==> config.mk <==
export PLATFORM = sky130hd
export DESIGN_NAME = unified_mem_arbiter
export DESIGN_NICKNAME = d
export VERILOG_FILES = /design/src/rtl/unified_mem_arbiter.sv
export SDC_FILE = /design/constraint.sdc
export NUM_CORES = 1
export LEC_CHECK = 0
export BUFFER_PORTS_ARGS = -buffer_cell sky130_fd_sc_hd__clkbuf_2
export CORE_MARGIN = 1.5
export CORE_UTILIZATION = 33
export CTS_BUF_LIST = sky130_fd_sc_hd__clkbuf_8 sky130_fd_sc_hd__clkbuf_16
export DETAILED_ROUTE_END_ITERATION = 6
export GPL_ROUTABILITY_DRIVEN = 1
export HOLD_SLACK_MARGIN = 0.15
export PLACE_DENSITY = 0.77
export SYNTH_ARGS = -nofsm -noshare
export SYNTH_HDL_FRONTEND = slang
export SYNTH_SLANG_ARGS = --single-unit
==> constraint.sdc <==
create_clock -name clk -period 1.6 [get_ports clk]
set_clock_uncertainty 0.1 [all_clocks]
set_input_delay 0.24 -clock clk [delete_from_list [all_inputs] [get_ports clk]]
set_output_delay 0.24 -clock clk [all_outputs]
set_load 0.05 [all_outputs]
==> src/rtl/unified_mem_arbiter.sv <==
// Fetch/data arbiter in front of a single-port memory with 1-cycle read latency.
// Optional fetch anti-starvation guard is enabled by defining ARB_STARVE_GUARD_EN.
module unified_mem_arbiter #(
  parameter int ADDR_W       = 8,
  parameter int DATA_W       = 8,
  parameter int STARVE_LIMIT = 3
) (
  input  logic              clk,
  input  logic              rst,
  input  logic              if_req,
  input  logic [ADDR_W-1:0] if_addr,
  output logic              if_gnt,
  output logic [DATA_W-1:0] if_rdata,
  output logic              if_valid,
  input  logic              d_req,
  input  logic              d_we,
  input  logic [ADDR_W-1:0] d_addr,
  input  logic [DATA_W-1:0] d_wdata,
  output logic              d_gnt,
  output logic [DATA_W-1:0] d_rdata,
  output logic              d_valid,
  output logic              mem_en,
  output logic              mem_we,
  output logic [ADDR_W-1:0] mem_addr,
  output logic [DATA_W-1:0] mem_wdata,
  input  logic [DATA_W-1:0] mem_rdata,
  output logic              stall_if
);

  if (STARVE_LIMIT < 1 || STARVE_LIMIT > 15) begin : g_bad_limit
    $error("STARVE_LIMIT must be within 1..15");
  end

  typedef enum logic [1:0] {NONE, IF_RD, D_RD} owner_t;

  owner_t            state, state_next;
  logic              force_if;
  logic [DATA_W-1:0] if_hold, d_hold;

`ifdef ARB_STARVE_GUARD_EN
  localparam logic [3:0] LIMIT = 4'(STARVE_LIMIT);
  logic [3:0] starve_cnt;

  assign force_if = if_req && (starve_cnt == LIMIT);

  always_ff @(posedge clk or negedge rst) begin
    if (!rst)                  starve_cnt <= '0;
    else if (!if_req || if_gnt) starve_cnt <= '0;
    else if (starve_cnt != LIMIT) starve_cnt <= starve_cnt + 4'd1;
  end
`else
  assign force_if = 1'b0;
`endif

  // Grants are masked by reset so nothing reaches the memory while rst is low.
  always_comb begin
    d_gnt  = rst && d_req && !force_if;
    if_gnt = rst && if_req && !d_gnt;
  end

  assign stall_if  = if_req && !if_gnt;
  assign mem_en    = if_gnt || d_gnt;
  assign mem_we    = d_gnt && d_we;
  assign mem_addr  = d_gnt ? d_addr : if_addr;
  assign mem_wdata = d_wdata;

  always_ff @(posedge clk or negedge rst) begin
    if (!rst) state <= NONE;
    else      state <= state_next;
  end

  always_comb begin
    state_next = NONE;
    if_valid   = 1'b0;
    d_valid    = 1'b0;
    if_rdata   = if_hold;
    d_rdata    = d_hold;
    if (if_gnt)              state_next = IF_RD;
    else if (d_gnt && !d_we) state_next = D_RD;
    case (state)
      IF_RD: begin
        if_valid = 1'b1;
        if_rdata = mem_rdata;
      end
      D_RD: begin
        d_valid = 1'b1;
        d_rdata = mem_rdata;
      end
      default: ;
    endcase
  end

  // Capture returned data so each rdata output holds between valid pulses.
  always_ff @(posedge clk or negedge rst) begin
    if (!rst) begin
      if_hold <= '0;
      d_hold  <= '0;
    end else begin
      if (state == IF_RD) if_hold <= mem_rdata;
      if (state == D_RD)  d_hold  <= mem_rdata;
    end
  end

endmodule
== Word-level counts from Yosys, hierarchy flattened ==
Index checks and enable logic that the tools add are counted.

* Register bits: 18
* Bits in latches: 0
* Memory bits (writable): 0
* ROM bits: 0
* Bits of input ports: 37
* Output and inout bits: 39
* Word-level logic and storage cells: 22
* Memories: 0

* Add/sub/neg operators: 0
* Multiply operators: 0
* Div/mod/pow operators: 0
* $lt $le $gt $ge: 0
* Equal/unequal tests: 2
* Shifts and indexed selects: 0
* Mux-type cells: 7
* Bitwise operators: 0
* Reductions and logical operators: 10

{| class="wikitable"
|+ Operator list
! kind !! count
|-
| 2-to-1 mux 8 bit || 3
|-
| logical AND 1 bit || 6
|-
| 2-to-1 mux 2 bit || 2
|-
| logical NOT 1 bit || 3
|-
| equality test 2 x 1 -> 1 bit, second input constant || 1
|-
| equality test 2 bit, second input constant || 1
|-
| 2-to-1 mux 1 bit || 2
|-
| logical OR 1 bit || 1
|}

== Depth between registers and ports, before layout ==
* Depth after elaboration: 5
* Mapped depth: 3
* Gate-level depth less buffers: 2

== Worst setup path after synthesis ==
OpenSTA, ideal clock, no wires.

* Path kind: input port to output port
* Start point: input d_req
* End point: output stall_if
* Arrival time: 1388 ps
* Path slack: -128 ps
* Cell stages on the path: 2
* Cells stage by stage: inv_1 a21boi_0

* Longest elaborated chain between the ends: 5

{| class="wikitable"
|+ RTL lines
! item !! line !! text
|-
| start, declared || 15 || <nowiki>input logic d_req,</nowiki>
|-
| logical AND 1 bit || 57 || <nowiki>d_gnt = rst && d_req && !force_if;</nowiki>
|-
| logical NOT 1 bit || 58 || <nowiki>if_gnt = rst && if_req && !d_gnt;</nowiki>
|-
| logical AND 1 bit || 58 ||
|-
| logical NOT 1 bit || 61 || <nowiki>assign stall_if = if_req && !if_gnt;</nowiki>
|-
| logical AND 1 bit || 61 ||
|-
| end, declared || 27 || <nowiki>output logic stall_if</nowiki>
|}

Every way passes these cells.

== Worst setup path in the final report ==
* Start point: register state[0]
* End point: output d_rdata[7]

* Longest elaborated chain between the ends: 2

{| class="wikitable"
|+ RTL lines
! item !! line !! text
|-
| start, declared || 36 || <nowiki>owner_t state, state_next;</nowiki>
|-
| start signal, assigned || 69 || <nowiki>else state <= state_next;</nowiki>
|-
| equality test 2 bit || 80 || <nowiki>case (state)</nowiki>
|-
| 2-to-1 mux 8 bit || -- ||
|-
| end, declared || 20 || <nowiki>output logic [DATA_W-1:0] d_rdata,</nowiki>
|}

Every way passes these cells.

==> out/metrics.cfg <==
[outcome]
outcome=finished, violations left
violations=negative setup slack

[global_routing]
first_global_vias=770
antenna_found_initial=0
met3_usage=0.0395
use_met2=0.284
overflow=0
grt_max_degree=11
grt_pass1_wl_um=3680
grt_use_met1=0.161
grt-busiest-layer=met2
grt.total_usage=0.152

[route]
wirelength_um=2210
viasPerCell=4.62
ant_nets=0
drt_iter0_drc=10
first_pass_iters=2
num_vias=734
route.detailed.drc=0
avgRoutedWirePerCell_um=13.9

[cells_and_area]
drive_gt1_frac=0.773
fillerInstances=216
regArea_um2=450
n_antenna_cell=0
syn2layout_area_growth_pct=66.2
multi_input_area_um2=383
fin_util=0.567
nNetsFinal=166

[timing]
layout_setup_ws_ns=-0.198
rsz0062_at_grt=true
finalCritPeriodShare=1.12
hold_violations=0
tns_ns=-2.79
slew_viol_final=0
whs_ns=0.165
relSlewSlack=0.748
period_needed_ns=1.80
fmax_ghz=0.556
setup_viol=16
tightestPinTransition_ns=0.377

[job]
cap_violations=0

[synthesis]
yosysSeqAreaShare=0.487
syn_area_um2=925
syn_avg_cell_area_um2=14.7
synthTopCellsByArea=dfrtp_1, mux2_4, mux2_2
synth_nets=100
synthTopCellsByCount=dfrtp_1, mux2_4, buf_4, mux2_2, inv_1
synth.largest_area_cell=dfrtp_1
synth-edff-count=0
yosysWarnings=0
ys_seq_elements=18
yosysMostFrequentCell=dfrtp_1
synthCells=63
ys_types=13
synth.top_cell.area_share=0.487
ys.flop_type=dfrtp_1
synthArstFlopShare=1.00

[placement]
gp_congestion=0.742
pre_cts_slack_ns=-0.0235
dp_hpwl_um=1780
io_buffers=59

[floorplanning]
fp.dieH_um=55.9
rows=19
start_util=0.341
io_pins=76
die_w_um=55.9
coreArea_um2=2710
dieArea_um2=3130

[critical_path]
arrival_ns=1.46
required_ns=1.26
crit_type=reg -> out
slowest_stage=dfrtp_1
slowest_delay_ns=0.37
worstPathCellList=nand2b_1 > buf_12 > mux2_4 > clkbuf_8
crit_fanout=8
cpLargestDelayFamily=flip-flops
path_buf_inv=2
setup.worst_path.end_class=output port
startpoint_type=flop

[min_path]
hold_class=in -> reg

[clocking]
clockBufferDepth=2
htree_levels=1
numCtsBuffers=3
cts_root_buf=clkbuf_8
cts.sinks=18
tritoncts=yes
clk_latency_ns=0.24
clkTransAtPathRegs_ns=0.06

[power]
power_mw=1.92
power_density_nw_per_um2=1250
p_leak_nw=0.832
peakVddDrop_v=0.000996

## area by class of cell
type | count | area share
Clock buffer | 4 | 0.0358
Multi-Input combinational cell | 32 | 0.249
Tap cell | 31 | 0.0252
Timing Repair Buffer | 71 | 0.389
Sequential cell | 18 | 0.293
Inverter | 3 | 0.00733
## cells by family after synthesis
| group | after synthesis | synth area share |
|---|---|---|
| muxes | 24 | 0.357 |
| DFF | 18 | 0.487 |
| buffers and inverters | 13 | 0.101 |
| and+or+nand+nor | 6 | 0.0379 |
| AOI/OAI and AO/OA | 2 | 0.0162 |
## path summary, 6_finish.rpt
check,end,start,cells after the start,slack (ns)
hold reg to reg,d_hold[0],d_hold[0],1,0.40
min in group asynchronous,state[0],rst,3,0.51
setup / recovery,d_rdata[7],state[0],4,-0.20
max in group asynchronous,if_hold[1],rst,4,0.41
setup reg to reg,if_hold[4],state[1],5,0.12
hold / removal,d_hold[3],mem_rdata[3],2,0.16
## state kept, by name (all words and copies together), names as in the netlist
signal / count
d_hold: 8
state: 2
if_hold: 8
## cell usage in the layout (no fill, tap or decap), types with 2 or more instances in the layout
cell	synthesis	final
clkbuf_2	0	41
dfrtp_1	18	18
mux2_4	16	16
clkbuf_8	0	12
mux2_2	8	8
buf_4	8	8
buf_8	0	6
inv_1	3	3
and3_1	2	2
dlygate4sd3_1	0	2
buf_6	2	2
clkbuf_16	0	2
buf_12	0	2
## layer usage
layer | part of all wire | up-vias
met5 | 0 | -
met2 | 0.53 | 55
met3 | 0.096 | 2
met1 | 0.37 | 342
met4 | 0.0023 | 0
li1 | - | 335
## where the power goes
| group | total, mW | switching, mW | leakage, nW | internal, mW |
|---|---|---|---|---|
| Combinational | 0.995 | 0.559 | 0.589 | 0.436 |
| Clock | 0.351 | 0.133 | 0.0288 | 0.218 |
| Sequential | 0.569 | 0.0285 | 0.215 | 0.541 |
| Total | 1.92 | 0.720 | 0.832 | 1.19 |
## metrics by stage
step                instance area (um^2)  cells
floorplan                            925     63
global placement                    1260    150
detailed placement                  1260    150
CTS                                 1520    158
global route                        1540    159
finish                              1540    159
## what timing repair did
| action | in CTS | in global routing |
|---|---|---|
| hold endpoints to repair | 19 | 0 |
| endpoints found under the setup margin | 18 | 17 |
| gates resized for setup | 37 | 8 |
| hold buffers | 2 | 0 |
| buffers inserted | 2 | 1 |
Power figures use the tool's default switching activity.
